<file path="config.mk">
export PLATFORM = sky130hd
export DESIGN_NAME = outpad_serializer_flat
export DESIGN_NICKNAME = d
export VERILOG_FILES = /design/src/rtl/outpad_serializer_if.sv /design/src/rtl/outpad_serializer.sv /design/src/flat_wrapper.sv
export SDC_FILE = /design/constraint.sdc
export NUM_CORES = 1
export LEC_CHECK = 0
export ABC_AREA = 1
export CORE_ASPECT_RATIO = 0.7
export CORE_MARGIN = 2
export CORE_UTILIZATION = 45
export CTS_BUF_LIST = sky130_fd_sc_hd__clkbuf_4 sky130_fd_sc_hd__clkbuf_8
export CTS_CLUSTER_SIZE = 40
export DETAILED_ROUTE_END_ITERATION = 12
export PLACE_DENSITY_LB_ADDON = 0.08
export SYNTH_ARGS = -nofsm -noshare
export SYNTH_HDL_FRONTEND = slang
export SYNTH_SLANG_ARGS = --single-unit
</file>
<file path="constraint.sdc">
create_clock -name clock -period 2.5 [get_ports clock]
set_input_delay 0.375 -clock clock [delete_from_list [all_inputs] [get_ports clock]]
set_output_delay 0.375 -clock clock [all_outputs]
set_load 0.01 [all_outputs]
</file>
<file path="src/rtl/outpad_serializer_if.sv">
// outpad_serializer_if -- word-side handshake and pad-side outputs of
// outpad_serializer. The optional pad_parity wire exists only when
// LPM_OUTSER_PARITY_EN is defined.
interface outpad_serializer_if #(
  parameter int lpm_width = 8,
  parameter int lpm_ratio = 4
);
  logic [lpm_width*lpm_ratio-1:0] data;
  logic                           data_valid;
  logic                           data_ready;
  logic                           shift_en;
  logic [lpm_width-1:0]           pad_data;
  logic                           pad_valid;
  logic                           pad_first;
  logic                           pad_last;
  logic                           busy;
`ifdef LPM_OUTSER_PARITY_EN
  logic                           pad_parity;
`endif

  // Producer / pad consumer side
  modport master (
    output data, data_valid, shift_en,
    input  data_ready, pad_data, pad_valid, pad_first, pad_last, busy
`ifdef LPM_OUTSER_PARITY_EN
    , input pad_parity
`endif
  );

  // Serializer side
  modport slave (
    input  data, data_valid, shift_en,
    output data_ready, pad_data, pad_valid, pad_first, pad_last, busy
`ifdef LPM_OUTSER_PARITY_EN
    , output pad_parity
`endif
  );
endinterface

</file>
<file path="src/rtl/outpad_serializer.sv">
// outpad_serializer -- splits lpm_width*lpm_ratio-bit words into lpm_ratio
// slices, LSB slice first, one slice per shift_en cycle. A one-word pending
// buffer ahead of the shift register lets consecutive words stream with no
// idle slice. Optional feature macro: LPM_OUTSER_PARITY_EN adds a registered
// pad_parity output (XOR of pad_data bits, 0 while no slice is valid).
module outpad_serializer #(
  parameter int                   lpm_width = 8,
  parameter int                   lpm_ratio = 4,
  parameter logic [lpm_width-1:0] lpm_idle  = {lpm_width{1'b0}},
  parameter string                lpm_type  = "outpad_serializer"
) (
  input logic                clock,
  input logic                sclr,
  outpad_serializer_if.slave bus
);

  localparam int               WORD_W  = lpm_width * lpm_ratio;
  localparam int               CNT_W   = $clog2(lpm_ratio);
  localparam logic [CNT_W-1:0] CNT_MAX = CNT_W'(lpm_ratio - 1);

  typedef enum logic [0:0] {
    ST_IDLE  = 1'b0,
    ST_SHIFT = 1'b1
  } state_t;

  logic [WORD_W-1:0]    pend_r;
  logic                 pend_full_r;
  logic [WORD_W-1:0]    shreg_r;
  state_t               state_r;
  logic [CNT_W-1:0]     cnt_r;
  logic [lpm_width-1:0] pad_data_r;
  logic                 pad_valid_r;
  logic                 pad_first_r;
  logic                 pad_last_r;

  logic                 take_s;
  logic                 load_s;
  logic                 step_s;
  logic                 drain_s;
  logic [CNT_W-1:0]     cnt_nxt_s;
  logic [lpm_width-1:0] nxt_slice_s;

  function automatic logic [lpm_width-1:0] slice_f(input logic [WORD_W-1:0] word,
                                                   input logic [CNT_W-1:0]  idx);
    return word[int'(idx)*lpm_width +: lpm_width];
  endfunction

  function automatic logic parity_f(input logic [lpm_width-1:0] s);
    return ^s;
  endfunction

  // Input side accepts whenever pending is free; pad side events are mutually exclusive
  assign take_s      = bus.data_valid & ~pend_full_r;
  assign load_s      = bus.shift_en & pend_full_r & ((state_r == ST_IDLE) | (cnt_r == CNT_MAX));
  assign step_s      = bus.shift_en & (state_r == ST_SHIFT) & (cnt_r != CNT_MAX);
  assign drain_s     = bus.shift_en & (state_r == ST_SHIFT) & (cnt_r == CNT_MAX) & ~pend_full_r;
  assign cnt_nxt_s   = cnt_r + {{(CNT_W-1){1'b0}}, 1'b1};
  assign nxt_slice_s = load_s ? pend_r[lpm_width-1:0] : slice_f(shreg_r, cnt_nxt_s);

  assign bus.data_ready = ~pend_full_r & ~sclr;
  assign bus.busy       = pend_full_r | (state_r == ST_SHIFT);
  assign bus.pad_data   = pad_data_r;
  assign bus.pad_valid  = pad_valid_r;
  assign bus.pad_first  = pad_first_r;
  assign bus.pad_last   = pad_last_r;

  // Pending buffer: captures a word on each accepted transfer, empties when moved to the shifter
  always_ff @(posedge clock) begin
    if (sclr) begin
      pend_full_r <= 1'b0;
      pend_r      <= {WORD_W{1'b0}};
    end else if (take_s) begin
      pend_full_r <= 1'b1;
      pend_r      <= bus.data;
    end else if (load_s) begin
      pend_full_r <= 1'b0;
    end else begin
      pend_full_r <= pend_full_r;
    end
  end

  // Pad FSM: loads, steps and drains the shift register with registered pad outputs
  always_ff @(posedge clock) begin
    if (sclr) begin
      state_r     <= ST_IDLE;
      cnt_r       <= {CNT_W{1'b0}};
      shreg_r     <= {WORD_W{1'b0}};
      pad_data_r  <= lpm_idle;
      pad_valid_r <= 1'b0;
      pad_first_r <= 1'b0;
      pad_last_r  <= 1'b0;
    end else if (bus.shift_en) begin
      case (state_r)
        ST_IDLE: begin
          if (load_s) begin
            state_r     <= ST_SHIFT;
            shreg_r     <= pend_r;
            cnt_r       <= {CNT_W{1'b0}};
            pad_data_r  <= nxt_slice_s;
            pad_valid_r <= 1'b1;
            pad_first_r <= 1'b1;
            pad_last_r  <= 1'b0;
          end else begin
            state_r     <= ST_IDLE;
          end
        end
        ST_SHIFT: begin
          if (step_s) begin
            cnt_r       <= cnt_nxt_s;
            pad_data_r  <= nxt_slice_s;
            pad_first_r <= 1'b0;
            pad_last_r  <= (cnt_nxt_s == CNT_MAX);
          end else if (load_s) begin
            // Back-to-back reload: next word's slice 0 follows the last slice directly
            shreg_r     <= pend_r;
            cnt_r       <= {CNT_W{1'b0}};
            pad_data_r  <= nxt_slice_s;
            pad_valid_r <= 1'b1;
            pad_first_r <= 1'b1;
            pad_last_r  <= 1'b0;
          end else begin
            state_r     <= ST_IDLE;
            cnt_r       <= {CNT_W{1'b0}};
            pad_data_r  <= lpm_idle;
            pad_valid_r <= 1'b0;
            pad_first_r <= 1'b0;
            pad_last_r  <= 1'b0;
          end
        end
        default: begin
          state_r     <= ST_IDLE;
          cnt_r       <= {CNT_W{1'b0}};
          pad_data_r  <= lpm_idle;
          pad_valid_r <= 1'b0;
          pad_first_r <= 1'b0;
          pad_last_r  <= 1'b0;
        end
      endcase
    end else begin
      state_r <= state_r;
    end
  end

`ifdef LPM_OUTSER_PARITY_EN
  logic pad_parity_r;

  // Parity of the slice registered in the same edge as pad_data; zero when no slice is shown
  always_ff @(posedge clock) begin
    if (sclr) begin
      pad_parity_r <= 1'b0;
    end else if (load_s | step_s) begin
      pad_parity_r <= parity_f(nxt_slice_s);
    end else if (drain_s) begin
      pad_parity_r <= 1'b0;
    end else begin
      pad_parity_r <= pad_parity_r;
    end
  end

  assign bus.pad_parity = pad_parity_r;
`endif

endmodule
</file>
<file path="src/flat_wrapper.sv">
// flat-port wrapper written by rule: the top's interface ports become plain ports
module outpad_serializer_flat 
#(
  parameter int                   lpm_width = 8,
  parameter int                   lpm_ratio = 4,
  parameter logic [lpm_width-1:0] lpm_idle  = {lpm_width{1'b0}},
  parameter string                lpm_type  = "                 "
)
  (clock, sclr, bus_data, bus_data_valid, bus_shift_en, bus_data_ready, bus_pad_data, bus_pad_valid, bus_pad_first, bus_pad_last, bus_busy);
  outpad_serializer_if #(.lpm_width(lpm_width), .lpm_ratio(lpm_ratio)) bus_i ();
  input logic clock;
  input logic sclr;
  input wire logic [$bits(bus_i.data)-1:0] bus_data;
  input wire logic [$bits(bus_i.data_valid)-1:0] bus_data_valid;
  input wire logic [$bits(bus_i.shift_en)-1:0] bus_shift_en;
  output wire logic [$bits(bus_i.data_ready)-1:0] bus_data_ready;
  output wire logic [$bits(bus_i.pad_data)-1:0] bus_pad_data;
  output wire logic [$bits(bus_i.pad_valid)-1:0] bus_pad_valid;
  output wire logic [$bits(bus_i.pad_first)-1:0] bus_pad_first;
  output wire logic [$bits(bus_i.pad_last)-1:0] bus_pad_last;
  output wire logic [$bits(bus_i.busy)-1:0] bus_busy;
  assign bus_i.data = bus_data;
  assign bus_i.data_valid = bus_data_valid;
  assign bus_i.shift_en = bus_shift_en;
  assign bus_data_ready = bus_i.data_ready;
  assign bus_pad_data = bus_i.pad_data;
  assign bus_pad_valid = bus_i.pad_valid;
  assign bus_pad_first = bus_i.pad_first;
  assign bus_pad_last = bus_i.pad_last;
  assign bus_busy = bus_i.busy;
  outpad_serializer #(.lpm_width(lpm_width), .lpm_ratio(lpm_ratio), .lpm_idle(lpm_idle), .lpm_type(lpm_type)) u_core (.clock(clock), .sclr(sclr), .bus(bus_i));
endmodule
</file>
==> impl_metrics.csv <==
group,metric,value,unit
layout,num-nets-final,509,
sta,worst_slew_pin_slew,0.521,ns
clock_tree,clk-insertion-delay-late,0.35,ns
clock_tree,cts_sinks,79,
clock_tree,path_clk_slew,0.08,ns
worst_setup_path,start_kind,"register",
sta,fin_crit,1.90,ns
worst_setup_path,crit_type,"reg -> reg",
routing,drc,0,
die,die-area,7780,µm²
layout,diodes,0,
pwr,vdd_ir_drop_max,327,µV
die,io_pins,49,
grt,grt_usage,19.8,%
routing,vias_per_cell,4.84,
synth,synth-seq-cells,79,
synth,synth_warnings,0,
job,drv_cap,0,
clock_tree,clockBufferDepth,2,
grt,grt_pass1_vias,2351,
placed_design,routabilityCongestion,0.862,
sta,fin_crit_sh,76.2,%
layout,syn_to_final_growth,22.9,%
placed_design,dp_hpwl,4970,µm
hold_path,min_path_type,"reg -> reg",
die,core_region_area,6820,µm²
synth,synth_cell_type_count,22,
grt,grt_pass1_wl,12000,µm
clock_tree,tritoncts,"built",
routing,wirelength,7230,µm
routing,drt_iter0_drc,108,
synth,syn-num-nets,469,
die,fp.dieW,105,µm
worst_setup_path,cp.required,2.75,ns
clock_tree,cts_buffers,9,
worst_setup_path,path_cells,"inv_2 -> ha_1 -> clkinv_1 -> nand3_1 -> nand2_1 -> nand2_1 -> a21oi_2",
synth,netlist_instances,431,
clock_tree,cts_max_level,3,
sta,relSlewSlack,65.3,%
worst_setup_path,critPathSlowestCell,"ha_1",
die,floorplan.initialDensity,46.7,%
worst_setup_path,cp_max_fo,19,
worst_setup_path,arrival,2.15,ns
sta,fin_setup_tns,0,ns
die,placementRows,25,
die,die_y,74.4,µm
sta,rsz0062_at_grt,"false",
routing,postRouteAntennaNets,0,
worst_setup_path,cp.buffers_inverters,2,
grt,antenna_found_initial,0,
sta,hold_viol,0,
placed_design,portBuffers,48,
synth,ys_seq_area_share,49.6,%
clock_tree,cts_root_buf,"clkbuf_8",
routing,routedWlPerCell,12.7,µm
grt,overflow,0,
pwr,power.density,722,nW/µm²
status,status,"finished clean",
worst_setup_path,cp_common_cell,"nand2_1",
layout,layout-drive-gt1-share,6.93,%
worst_setup_path,max_stage_delay,0.52,ns
worst_setup_path,crit_path_end_kind,"register",
sta,skew,0.00708,ns
sta,whs,0.456,ns
sta,finalSetupViolations,0,
sta,fmaxAchievable,0.525,GHz
grt,grt_max_degree,67,
pwr,leakage,0.00165,µW
synth,syn_area,3190,µm²
routing,routed-via-count,2759,
clock_tree,post_cts_resized,0,
clock_tree,ctsHoldBuffers,0,
sta,slew_viol_final,0,
clock_tree,postCtsSetupRepairBufs,0,
routing,first_pass_iters,5,
synth,avgSynthCellArea,7.39,µm²
worst_setup_path,cp_top_family,"adder cells",
worst paths after layout:
path                            from                endpoint  slack (ns)  cells past startpoint
hold / removal    u_core.shreg_r[23]      u_core.shreg_r[23]        0.46                      2
setup reg to reg     u_core.cnt_r[0]  u_core.bus.pad_data[5]        0.60                      7
setup / recovery     u_core.cnt_r[0]  u_core.bus.pad_data[5]        0.60                      7
hold reg to reg   u_core.shreg_r[23]      u_core.shreg_r[23]        0.46                      2
cell usage in the layout, fill, tap and decap left out, drive strengths merged:
master,count
clkbuf,10
nand3,24
clkdlybuf4s50,48
nor2,68
bufinv,2
inv,50
a21oi,38
clkinv,4
dfxtp,79
o21ai,67
nand2,71
o22ai,8
ha,2
buf,5
state kept, by name, indices dropped and copies added, names as in the netlist:
| name | flops |
|---|---|
| u_core.bus.pad_data | 8 |
| u_core.bus.pad_first | 1 |
| u_core.bus.pad_last | 1 |
| u_core.bus.pad_valid | 1 |
| u_core.cnt_r | 2 |
| u_core.pend_full_r | 1 |
| u_core.pend_r | 32 |
| u_core.shreg_r | 32 |
| u_core.state_r | 1 |
final cells by class:
class / count / area [µm²]
Inverter: 50 / 195
Multi-Input combinational cell: 278 / 1280
Tap cell: 94 / 118
Sequential cell: 79 / 1580
Fill cell: 674 / 2900
Clock inverter: 6 / 91.3
Timing Repair Buffer: 53 / 518
Clock buffer: 10 / 138
power by group:
part           switching (µW)  total [µW]  internal (µW)
combinational             209         371            161
clock                     478        1070            597
sequential               39.3        1380           1340
per-layer routing:
layer  share of wire [%]  global-route usage, %
met1                  54                   29.7
met2                  39                   27.5
met3                 6.7                   5.26
met4                 1.1                   6.22
met5                   0                      0
synth_stat cells:
cell / n / area share (%)
nand3_1: 24 / 3.8
nand2_2: 3 / 0.59
a21oi_1: 36 / 5.7
inv_4: 1 / 0.20
nand2_1: 66 / 7.8
o21ai_1: 2 / 0.31
ha_1: 2 / 0.79
o21ai_2: 1 / 0.27
buf_2: 8 / 1.3
a21oi_2: 2 / 0.55
o21ai_0: 64 / 10
clkinv_1: 1 / 0.12
clkinv_4: 1 / 0.27
nand2_4: 2 / 0.71
buf_6: 3 / 1.1
buf_4: 3 / 0.71
inv_1: 45 / 5.3
dfxtp_1: 79 / 50
o22ai_1: 8 / 1.6
nor2_1: 68 / 8.0
clkbuf_1: 10 / 1.2
inv_2: 2 / 0.24
cell families after synthesis:
logic type | count (synthesis) | share of synthesized area, %
flip-flops | 79 | 49.6
buffers and inverters | 74 | 10.3
AND/OR/NAND/NOR | 163 | 20.8
adder cells (fa/ha/maj) | 2 | 0.785
AO/OA/AOI/OAI | 113 | 18.4
per-stage QoR:
step | cells | cell area, µm² | setup slack, ns | total power (µW) | util (%)
CTS | 570 | 3920 | 0.571 | 2850 | 57.4
global placement | 554 | 3690 | 0.556 | 1780 | 54.1
floorplan | 431 | 3190 | 0.818 | 1640 | -
detailed placement | 554 | 3690 | 0.476 | 1780 | 54.1
global route | 570 | 3920 | 0.411 | 2970 | 57.4
finish | 570 | 3920 | 0.596 | 2830 | 57.4
worst register-to-register path, stage by stage (launching register included):
cell,delay (ns)
dfxtp_1,0.35
inv_2,0.14
ha_1,0.52
clkinv_1,0.33
nand3_1,0.21
nand2_1,0.10
nand2_1,0.09
a21oi_2,0.05
No activity file was read; power rests on OpenSTA's default activity.
